--- src/rtl/dec_pkg.sv ---
// Shared types and helpers for the registered decode stage: control struct,
// MIPS opcode/funct codes, destination-select encoding and immediate extenders.
package dec_pkg;

  typedef struct packed {
    logic       Branch;
    logic       Jump;
    logic       RegJump;
    logic       MemRead;
    logic       MemWrite;
    logic       MemtoReg;
    logic       MULOp;
    logic       ACCEn;
    logic       ALUEn;
    logic       MULSelB;
    logic       ALUSrc;
    logic       RegWrite;
    logic [5:0] ALUfunc;
    logic [2:0] Memfunc;
    logic [2:0] BrCode;
    logic [1:0] OutSel;
  } ctrl_t;

  typedef enum logic [1:0] {
    RD_RT   = 2'b00,
    RD_RD   = 2'b01,
    RD_LINK = 2'b10
  } regdst_t;

  localparam logic [5:0] OP_RTYPE = 6'h00, OP_REGIMM = 6'h01, OP_J     = 6'h02,
                         OP_JAL   = 6'h03, OP_BEQ    = 6'h04, OP_BNE   = 6'h05,
                         OP_BLEZ  = 6'h06, OP_BGTZ   = 6'h07, OP_ADDI  = 6'h08,
                         OP_ADDIU = 6'h09, OP_SLTI   = 6'h0a, OP_SLTIU = 6'h0b,
                         OP_ANDI  = 6'h0c, OP_ORI    = 6'h0d, OP_XORI  = 6'h0e,
                         OP_LUI   = 6'h0f, OP_LB     = 6'h20, OP_LH    = 6'h21,
                         OP_LW    = 6'h23, OP_LBU    = 6'h24, OP_LHU   = 6'h25,
                         OP_SB    = 6'h28, OP_SH     = 6'h29, OP_SW    = 6'h2b;

  localparam logic [5:0] FN_JR   = 6'h08, FN_JALR  = 6'h09, FN_MFHI = 6'h10,
                         FN_MFLO = 6'h12, FN_MULT  = 6'h18, FN_MULTU = 6'h19,
                         FN_ADD  = 6'h20, FN_ADDU  = 6'h21, FN_SUBU = 6'h23,
                         FN_OR   = 6'h25, FN_SLT   = 6'h2a, FN_SLTU = 6'h2b;

  // Extenders produce the widest datapath; callers size-cast down to XLEN.
  localparam int MAXLEN = 64;

  function automatic logic [MAXLEN-1:0] sign_ext(input logic [31:0] v, input int w);
    logic [MAXLEN-1:0] r;
    for (int i = 0; i < MAXLEN; i++) r[i] = (i < w) ? v[5'(i)] : v[5'(w - 1)];
    return r;
  endfunction

  function automatic logic [MAXLEN-1:0] zero_ext(input logic [31:0] v, input int w);
    logic [MAXLEN-1:0] r;
    for (int i = 0; i < MAXLEN; i++) r[i] = (i < w) ? v[5'(i)] : 1'b0;
    return r;
  endfunction

endpackage

--- src/rtl/dec_ctrl.sv ---
// Combinational MIPS control decoder: opcode/funct to control struct plus the
// immediate-kind, destination-select and rt-usage flags the decode stage needs.
module dec_ctrl
  import dec_pkg::*;
(
  input  logic [5:0] op,
  input  logic [5:0] fn,
  input  logic       rt_lsb,
  output ctrl_t      ctrl,
  output regdst_t    reg_dst,
  output logic       zero_imm,
  output logic       jump_imm,
  output logic       lui_imm,
  output logic       unsigned_imm,
  output logic       reads_rt
);

  always_comb begin
    ctrl         = '0;
    reg_dst      = RD_RT;
    zero_imm     = 1'b0;
    jump_imm     = 1'b0;
    lui_imm      = 1'b0;
    unsigned_imm = 1'b0;
    reads_rt     = 1'b0;
    case (op)
      OP_RTYPE: begin
        reads_rt      = 1'b1;
        reg_dst       = RD_RD;
        ctrl.ALUEn    = 1'b1;
        ctrl.RegWrite = 1'b1;
        ctrl.ALUfunc  = fn;
        case (fn)
          FN_JR:   begin ctrl.Jump = 1'b1; ctrl.RegJump = 1'b1; ctrl.ALUEn = 1'b0; ctrl.RegWrite = 1'b0; end
          FN_JALR: begin ctrl.Jump = 1'b1; ctrl.RegJump = 1'b1; ctrl.ALUEn = 1'b0; ctrl.OutSel = 2'd3; end
          FN_MULT, FN_MULTU: begin
            ctrl.MULOp = 1'b1; ctrl.ACCEn = 1'b1; ctrl.MULSelB = 1'b1;
            ctrl.ALUEn = 1'b0; ctrl.RegWrite = 1'b0;
          end
          FN_MFHI, FN_MFLO: begin ctrl.ALUEn = 1'b0; ctrl.OutSel = 2'd2; end
          default: ;
        endcase
      end
      // Compare-against-zero branches take a zero B operand.
      OP_REGIMM, OP_BLEZ, OP_BGTZ: begin
        ctrl.Branch  = 1'b1;
        ctrl.ALUfunc = FN_SUBU;
        ctrl.BrCode  = (op == OP_REGIMM) ? {2'b00, rt_lsb} : op[2:0];
        zero_imm     = 1'b1;
      end
      OP_BEQ, OP_BNE: begin
        ctrl.Branch  = 1'b1;
        ctrl.ALUfunc = FN_SUBU;
        ctrl.BrCode  = op[2:0];
        reads_rt     = 1'b1;
      end
      OP_J:   begin ctrl.Jump = 1'b1; jump_imm = 1'b1; end
      OP_JAL: begin
        ctrl.Jump = 1'b1; ctrl.RegWrite = 1'b1; ctrl.OutSel = 2'd3;
        jump_imm  = 1'b1; reg_dst = RD_LINK;
      end
      OP_ADDI, OP_ADDIU, OP_SLTI, OP_SLTIU, OP_ANDI, OP_ORI, OP_XORI, OP_LUI: begin
        ctrl.ALUEn = 1'b1; ctrl.ALUSrc = 1'b1; ctrl.RegWrite = 1'b1;
        case (op)
          OP_ADDI:  ctrl.ALUfunc = FN_ADD;
          OP_ADDIU: ctrl.ALUfunc = FN_ADDU;
          OP_SLTI:  ctrl.ALUfunc = FN_SLT;
          OP_SLTIU: ctrl.ALUfunc = FN_SLTU;
          OP_LUI:   begin ctrl.ALUfunc = FN_OR; lui_imm = 1'b1; end
          default:  begin ctrl.ALUfunc = {3'b100, op[2:0]}; unsigned_imm = 1'b1; end
        endcase
      end
      OP_LB, OP_LH, OP_LW, OP_LBU, OP_LHU: begin
        ctrl.MemRead = 1'b1; ctrl.MemtoReg = 1'b1; ctrl.RegWrite = 1'b1;
        ctrl.ALUEn   = 1'b1; ctrl.ALUSrc   = 1'b1; ctrl.ALUfunc  = FN_ADDU;
        ctrl.Memfunc = op[2:0]; ctrl.OutSel = 2'd1;
      end
      OP_SB, OP_SH, OP_SW: begin
        ctrl.MemWrite = 1'b1; ctrl.ALUEn = 1'b1; ctrl.ALUSrc = 1'b1;
        ctrl.ALUfunc  = FN_ADDU; ctrl.Memfunc = op[2:0];
        reads_rt      = 1'b1;
      end
      default: ;
    endcase
  end

endmodule

--- src/rtl/regfile_p.sv ---
// Two-read, one-write register file with r0 hard-wired to zero.
// Build option DEC_BYPASS_EN forwards same-cycle write-back data to the reads.
module regfile_p #(
  parameter int XLEN  = 32,
  parameter int NREGS = 32,
  localparam int RAW  = $clog2(NREGS)
) (
  input  logic            clk,
  input  logic            rst,
  input  logic            wb_en,
  input  logic [RAW-1:0]  wb_addr,
  input  logic [XLEN-1:0] wb_data,
  input  logic [RAW-1:0]  a_addr,
  output logic [XLEN-1:0] a_data,
  input  logic [RAW-1:0]  b_addr,
  output logic [XLEN-1:0] b_data
);

  logic [XLEN-1:0] regs [NREGS];

  always_ff @(posedge clk) begin
    if (rst) begin
      for (int i = 0; i < NREGS; i++) regs[i] <= '0;
    end else if (wb_en && wb_addr != '0) begin
      regs[wb_addr] <= wb_data;
    end
  end

`ifdef DEC_BYPASS_EN
  assign a_data = (a_addr == '0) ? '0 : (wb_en && wb_addr == a_addr) ? wb_data : regs[a_addr];
  assign b_data = (b_addr == '0) ? '0 : (wb_en && wb_addr == b_addr) ? wb_data : regs[b_addr];
`else
  assign a_data = (a_addr == '0) ? '0 : regs[a_addr];
  assign b_data = (b_addr == '0) ? '0 : regs[b_addr];
`endif

endmodule

--- src/rtl/dec_stage_p.sv ---
// Registered decode stage with load-use stall, flush and ID/EX handshake.
// Build option DEC_BYPASS_EN enables write-back to operand bypass in regfile_p.
module dec_stage_p
  import dec_pkg::*;
#(
  parameter int XLEN    = 32,
  parameter int NREGS   = 32,
  parameter int LINKREG = NREGS - 1,
  localparam int RAW    = $clog2(NREGS)
) (
  input  logic            Clock,
  input  logic            Reset,
  input  logic            InValid,
  output logic            InReady,
  input  logic [31:0]     Instruction,
  input  logic [XLEN-1:0] PCIn,
  input  logic            Flush,
  input  logic            WbEn,
  input  logic [RAW-1:0]  WbAddr,
  input  logic [XLEN-1:0] WbData,
  output logic            OutValid,
  input  logic            OutReady,
  output ctrl_t           OutCtrl,
  output logic [XLEN-1:0] OutRsData,
  output logic [XLEN-1:0] OutRtData,
  output logic [XLEN-1:0] OutImm,
  output logic [RAW-1:0]  OutRdAddr,
  output logic [RAW-1:0]  OutRsAddr,
  output logic [RAW-1:0]  OutRtAddr,
  output logic [4:0]      OutShamt,
  output logic [XLEN-1:0] OutPC,
  output logic [15:0]     StallCnt
);

  logic [RAW-1:0]  rs_addr, rt_addr, rd_sel;
  logic [XLEN-1:0] rs_data, rt_data, imm;
  ctrl_t           ctrl_dec, ctrl_in;
  regdst_t         reg_dst;
  logic            zero_imm, jump_imm, lui_imm, unsigned_imm, reads_rt;
  logic            hazard, accept, load, bubble;

  logic            vld_p1;
  ctrl_t           ctrl_p1;
  logic [XLEN-1:0] rs_data_p1, rt_data_p1, imm_p1, pc_p1;
  logic [RAW-1:0]  rd_p1, rs_p1, rt_p1;
  logic [4:0]      shamt_p1;
  logic [15:0]     stall_cnt;

  assign rs_addr = Instruction[21 +: RAW];
  assign rt_addr = Instruction[16 +: RAW];

  dec_ctrl u_ctrl (
    .op           (Instruction[31:26]),
    .fn           (Instruction[5:0]),
    .rt_lsb       (Instruction[16]),
    .ctrl         (ctrl_dec),
    .reg_dst      (reg_dst),
    .zero_imm     (zero_imm),
    .jump_imm     (jump_imm),
    .lui_imm      (lui_imm),
    .unsigned_imm (unsigned_imm),
    .reads_rt     (reads_rt)
  );

  regfile_p #(.XLEN(XLEN), .NREGS(NREGS)) u_rf (
    .clk     (Clock),
    .rst     (Reset),
    .wb_en   (WbEn),
    .wb_addr (WbAddr),
    .wb_data (WbData),
    .a_addr  (rs_addr),
    .a_data  (rs_data),
    .b_addr  (rt_addr),
    .b_data  (rt_data)
  );

  always_comb begin
    ctrl_in        = ctrl_dec;
    ctrl_in.ALUSrc = ctrl_dec.ALUSrc | zero_imm;
  end

  always_comb begin
    if (zero_imm)          imm = '0;
    else if (jump_imm)     imm = XLEN'(zero_ext({6'b0, Instruction[25:0]}, 26));
    else if (lui_imm)      imm = XLEN'(sign_ext({Instruction[15:0], 16'b0}, 32));
    else if (unsigned_imm) imm = XLEN'(zero_ext({16'b0, Instruction[15:0]}, 16));
    else                   imm = XLEN'(sign_ext({16'b0, Instruction[15:0]}, 16));
  end

  always_comb begin
    case (reg_dst)
      RD_RT:   rd_sel = rt_addr;
      RD_RD:   rd_sel = Instruction[11 +: RAW];
      default: rd_sel = RAW'(LINKREG);
    endcase
  end

  // A load still in ID/EX cannot yet supply a dependent instruction's operand.
  assign hazard = vld_p1 & ctrl_p1.MemRead & (rd_p1 != '0) &
                  ((rd_p1 == rs_addr) | ((rd_p1 == rt_addr) & reads_rt));
  assign load    = ~vld_p1 | OutReady;
  assign InReady = ~Flush & ~hazard & load;
  assign accept  = InValid & InReady;
  assign bubble  = hazard & InValid & OutReady & ~Flush;

  // ID/EX boundary
  always_ff @(posedge Clock) begin
    if (Reset) begin
      vld_p1     <= 1'b0;
      ctrl_p1    <= '0;
      rs_data_p1 <= '0;
      rt_data_p1 <= '0;
      imm_p1     <= '0;
      pc_p1      <= '0;
      rd_p1      <= '0;
      rs_p1      <= '0;
      rt_p1      <= '0;
      shamt_p1   <= '0;
      stall_cnt  <= '0;
    end else begin
      if (Flush) begin
        vld_p1 <= 1'b0;
      end else if (load) begin
        vld_p1 <= accept;
        if (accept) begin
          ctrl_p1    <= ctrl_in;
          rs_data_p1 <= rs_data;
          rt_data_p1 <= rt_data;
          imm_p1     <= imm;
          pc_p1      <= PCIn;
          rd_p1      <= rd_sel;
          rs_p1      <= rs_addr;
          rt_p1      <= rt_addr;
          shamt_p1   <= Instruction[10:6];
        end
      end
      if (bubble && stall_cnt != 16'hFFFF) stall_cnt <= stall_cnt + 16'd1;
    end
  end

  assign OutValid  = vld_p1;
  assign OutCtrl   = ctrl_p1;
  assign OutRsData = rs_data_p1;
  assign OutRtData = rt_data_p1;
  assign OutImm    = imm_p1;
  assign OutPC     = pc_p1;
  assign OutRdAddr = rd_p1;
  assign OutRsAddr = rs_p1;
  assign OutRtAddr = rt_p1;
  assign OutShamt  = shamt_p1;
  assign StallCnt  = stall_cnt;

endmodule
--- config.mk ---
export PLATFORM = sky130hd
export DESIGN_NAME = dec_stage_p
export DESIGN_NICKNAME = d
export VERILOG_FILES = /design/src/rtl/dec_pkg.sv /design/src/rtl/dec_ctrl.sv /design/src/rtl/regfile_p.sv /design/src/rtl/dec_stage_p.sv
export SDC_FILE = /design/constraint.sdc
export NUM_CORES = 2
export LEC_CHECK = 0
export CAP_MARGIN = 10
export CORE_MARGIN = 2
export CORE_UTILIZATION = 61
export DETAILED_ROUTE_END_ITERATION = 7
export HOLD_SLACK_MARGIN = 0.06
export PLACE_DENSITY = 0.86
export SYNTH_ARGS = -nofsm -noshare
export SYNTH_HDL_FRONTEND = slang
export SYNTH_SLANG_ARGS = --single-unit
--- constraint.sdc ---
create_clock -name Clock -period 9.55 [get_ports Clock]
set_input_delay 2.865 -clock Clock [delete_from_list [all_inputs] [get_ports Clock]]
set_output_delay 2.865 -clock Clock [all_outputs]
set_load 0.01 [all_outputs]
# == After elaboration in Yosys (flattened, before gate mapping) ==
# Memory sizes are Yosys's and may differ from the RTL's.
# Index checks and enable logic that the tools add are counted.
# op_classes
add_sub_neg,1
eq_ne,33
muxes,45
n_bitwise,16
n_reduce_logical,28
# op_table
cell,count
two-way mux 32 bit,7
equality test 6 x 4 -> 1 bit (second input constant),10
equality test 6 bit (second input constant),8
OR reduction 32 bit,1
equality test 6 x 3 -> 1 bit (second input constant),4
equality test 6 x 5 -> 1 bit (second input constant),4
one-hot mux 6 bit (4 select lines),1
two-way mux 1 bit,22
one-hot mux 4 bit (5 select lines),1
adder 16 x 1 -> 16 bit (second input constant),1
inequality test 16 bit (second input constant),1
OR reduction 16 bit,1
OR reduction 8 bit,2
OR reduction 5 bit,3
OR reduction 14 bit,1
equality test 6 x 2 -> 1 bit (second input constant),2
OR reduction 2 bit,6
OR reduction 6 bit,2
bitwise AND 1 bit,10
equality test 5 bit,2
zero test 5 bit,2
one-hot mux 5 bit (2 select lines),1
nonzero test 5 bit,2
OR reduction 3 bit,3
15 further kinds,26
# totals
reg_bits,190
ramBits,1024
n_memories,1
# memory_table
memory,depth,width,read_ports,rd_clocked_by_memory_dff,write_ports,line_no,text
u_rf.regs,32,32,2,0,32,regfile_p.sv:19,logic [XLEN-1:0] regs [NREGS];

# == Longest topological paths before layout ==
# depth
ltp_word,11
ltp_mapped,10
depth_no_buf,7

# == Cells and area by module ==
# From an unflattened synthesis, not the netlist that was laid out.
# unflattened
cells_unflattened,4453
hier_area_um2,62434.9
# by_module_without_submodules
mod,n_inst,cells_each,area_per_inst_um2,seq_area_each_um2
regfile_p,1,3502,54257.0,30749.5
dec_stage_p,1,854,7628.6,3523.4
dec_ctrl,1,97,549.3,0.0

# == Worst setup path before layout ==
# No wires, ideal clock.
# synth_path
path_kind,input to output
from,input port Instruction[28]
to,output port InReady
arrival_ns,4.560
required_ns,6.685
setup_slack_ns,2.125
stages,9
cell_sequence,buf_4 nor2b_1 or4_4 a2111oi_4 o21ba_4 buf_6 buf_4 buf_4 nor3_1
# synth_via
elab_chain_len,9
elab_cells_between_ends,14
cone_classes,eq/ne (5); mux (1); bitwise (6); reduce/logical (2)
# synth_rtl
element,line_no,text
from (decl),dec_stage_p.sv:15,"input logic [31:0] Instruction,"
equality test 6 x 3 -> 1 bit (tied with other cells),dec_ctrl.sv:26,case (op)
OR reduction 6 bit (no line) (*),n/a,
two-way mux 1 bit (*),dec_ctrl.sv:26,
bitwise AND 1 bit (*),dec_stage_p.sv:100,((rd_p1 == rs_addr) | ((rd_p1 == rt_addr) & reads_rt));
OR 1 bit (*),dec_stage_p.sv:100,
bitwise AND 1 bit (*),dec_stage_p.sv:99,assign hazard = vld_p1 & ctrl_p1.MemRead & (rd_p1 != '0) &
NOT 1 bit (*),dec_stage_p.sv:102,assign InReady = ~Flush & ~hazard & load;
bitwise AND 1 bit (*) (2 in a row),dec_stage_p.sv:102,
to (decl),dec_stage_p.sv:14,"output logic InReady,"
# Every way passes the cells marked *; elsewhere a longest branch is shown, timed or not.

# == Final worst setup path ==
# layout_path
from,input port Instruction[27]
to,output port InReady
# Same word-level chain as after synthesis.

==> results.yml <==
pwr:
  p_leak_nw: 23.8
  power_density_nw_per_um2: 177
  irDropWorstVdd_mv: 0.164
timing:
  whs_ns: 0.462
  setup_viol: 0
  maxSlewViolCount: 0
  min_period_ns: 8.35
  clock_skew_ns: 0.0338
  worstMarginPinSlew_ns: 1.23
  finalCritPeriodShare: 0.874
  finalHoldViolations: 0
  max_freq_mhz: 120
  setup_tns_ns: 0
  maxSlewHeadroom: 0.177
  rsz0062_at_grt: "false"
critical_path:
  path_cells: "clkdlybuf4s50_1, or4_4, a2111oi_4, o21ba_4, nor3_1, clkdlybuf4s50_1"
  r2r_slack_ns: 6.10
  cp.required_ns: 6.69
  critical_path_class: "primary input to output port"
  critical_path_arrival_ns: 5.49
  r2r_cells: 7
  max_stage_delay_ns: 0.69
  critPathLaunchType: "primary input"
  cp_max_fo: 16
  timing.critical_path.mode_cell: "clkdlybuf4s50_1"
  crit_path_top_delay_cell: "clkdlybuf4s50_1"
  worstSetupEndpointType: "output port"
  reg2reg_to: "OutRsData[8]"
  r2r_start: "OutRdAddr[0]"
placement:
  dp_hpwl_mm: 120
  io_buffers: 298
  place_congestion: 0.940
drt:
  vias: 43353
  routed_wl_mm: 205
  drc: 0
  drt-pass1-iter-count: 7
  via_per_inst: 7.44
  postRouteAntennaNets: 0
  wl_per_cell_um: 35.2
  drt_iter0_markers: 7818
global_route:
  antenna_found_initial: 26
  grt_pass1_vias: 43132
  grt-busiest-layer: "met2"
  grt.overflow.total: 0
  grtUsageTotal: 0.396
  met2_usage: 0.587
  met3_usage: 0.130
  grt_max_degree: 117
  grt_pass1_wl_mm: 292
  use_met1: 0.484
synthesis:
  syn-cell-area_um2: 61600
  synth-edff-count: 1024
  ys.warnings.count: 0
  synth-seq-cells: 1197
  async_reset_ff_frac: 0
  yosys_most_used_dff: "edfxtp_1"
  synth.avg_cell_area_um2: 14.2
  yosysSeqAreaShare: 0.556
  synth.distinct_cells: 66
  syn_inst: 4321
floorplan:
  die_w_um: 322
  dieArea_um2: 103000
  die_y_um: 322
  core_um2: 100000
  io_pins: 299
  initial_utilization: 0.616
  rows: 116
job:
  max_cap_viol_count: 0
clock_tree:
  clock_sinks: 1197
  root_buffer: "clkbuf_16"
  clk_pin_slew_ns: 0.06
  cts_max_level: 3
  cts_resized: 0
  cts_buffer_depth: 3
  holdBufCountCts: 0
  cts_tree: "done"
  clock_latency_ns: 0.72
  numCtsBuffers: 118
  post_cts_buffers: 0
layout:
  syn2layout_area_growth_pct: 13.1
  final_cell_mix: "edfxtp_1, and2_1, mux4_2, clkdlybuf4s50_1, dfxtp_1"
  drive_gt1_frac: 0.216
  layout_commonest_cell: "edfxtp_1"
  final_nets: 4517
hold_path:
  whs_endpoint: "OutRtData[17]"
  hold_path_depth: 1
  min_path_type: "register to register"
  hold_start: "OutRtData[17]"
outcome:
  status: "finished, final reports clean"
state kept, by name, indices dropped and copies added, names as in the netlist, 16 cells and up:
| name | count |
|---|---|
| u_rf.regs | 1024 |
| OutRsData | 32 |
| OutCtrl | 23 |
| OutPC | 32 |
| OutRtData | 32 |
| StallCnt | 16 |
| OutImm | 17 |
final cells by class:
type | count | area [um^2]
Antenna cell | 19 | 47.5
Clock buffer | 158 | 3320
Clock inverter | 63 | 520
Fill cell | 6168 | 30400
Inverter | 17 | 68.8
Multi-Input combinational cell | 2660 | 25900
Sequential cell | 1197 | 34200
Tap cell | 1298 | 1620
Timing Repair Buffer | 415 | 3920
worst max-delay path by stage:
| stage | start | endpoint | slack, ns | depth (start not counted) |
|---|---|---|---|---|
| after floorplan | Instruction[28] | InReady | 2.13 | 9 |
| after global placement | Instruction[27] | InReady | 1.27 | 6 |
| after detailed placement | Instruction[27] | InReady | 1.25 | 6 |
| after CTS | Instruction[27] | InReady | 1.24 | 6 |
| after global routing | Instruction[27] | InReady | 1.13 | 6 |
| final | Instruction[27] | InReady | 1.20 | 6 |
routing by layer:
| layer | vias to the layer above | wire length (um) |
|---|---|---|
| met4 | 12 | 18100 |
| met3 | 1114 | 33300 |
| met2 | 4439 | 91100 |
| met1 | 21133 | 62700 |
| met5 | - | 75 |
| li1 | 16655 | - |
synth_stat cells, types with 8 or more instances:
cell type	number	area [um^2]
edfxtp_1	1024	30700
and2_1	1000	6260
mux4_2	506	11400
clkbuf_1	332	1250
dfxtp_1	173	3460
mux2i_1	159	1590
o21ai_0	152	761
nand2_1	122	458
a21oi_1	107	536
nor2_1	72	270
buf_2	69	345
nand3_1	67	335
o22ai_1	63	394
mux2_2	51	574
buf_1	48	180
o2bb2ai_1	37	324
a221oi_1	32	280
buf_4	25	188
a211oi_1	23	173
a31oi_1	20	125
o2bb2ai_2	20	300
nand4_1	19	119
or3_1	18	113
inv_1	17	63.8
nor2b_1	16	100
nor3_1	16	80.1
a22oi_1	15	113
a31o_2	12	105
nor4_1	9	56.3
nand3b_1	8	60.1
critical path: cells and delay by family:
family | cells | cell delay, ns
AND/OR/NAND/NOR | 2 | 0.72
buffers and inverters | 2 | 1.18
AO/OA/AOI/OAI | 2 | 0.71
cells by family after synthesis:
| kind of cell | after synthesis | synth area share |
|---|---|---|
| mux | 716 | 0.220 |
| flops | 1197 | 0.556 |
| simple gates | 1384 | 0.132 |
| xor+xnor | 10 | 0.00142 |
| compound gates | 517 | 0.0565 |
| buf+inv | 495 | 0.0336 |
| other cells | 1 | 0.0000609 |
| fa+ha+maj | 1 | 0.000203 |
through the flow:
stage / total power [mW] / worst slack, ns / instances / utilization / cell area (um^2)
floorplan: 7.07 / 2.13 / 4352 / - / 61700
global placement: 7.60 / 1.27 / 5587 / 0.658 / 65800
detailed placement: 7.66 / 1.25 / 5587 / 0.658 / 65800
CTS: 12.2 / 1.24 / 5808 / 0.696 / 69600
global route: 12.5 / 1.13 / 5822 / 0.696 / 69600
finish: 12.3 / 1.20 / 5827 / 0.696 / 69600
where the power goes:
group / switching, mW / internal [mW] / total [mW]
clock network: 2.03 / 2.64 / 4.67
registers: 0.177 / 5.95 / 6.13
logic: 0.854 / 0.644 / 1.50
(Power assumes the default switching activity.)
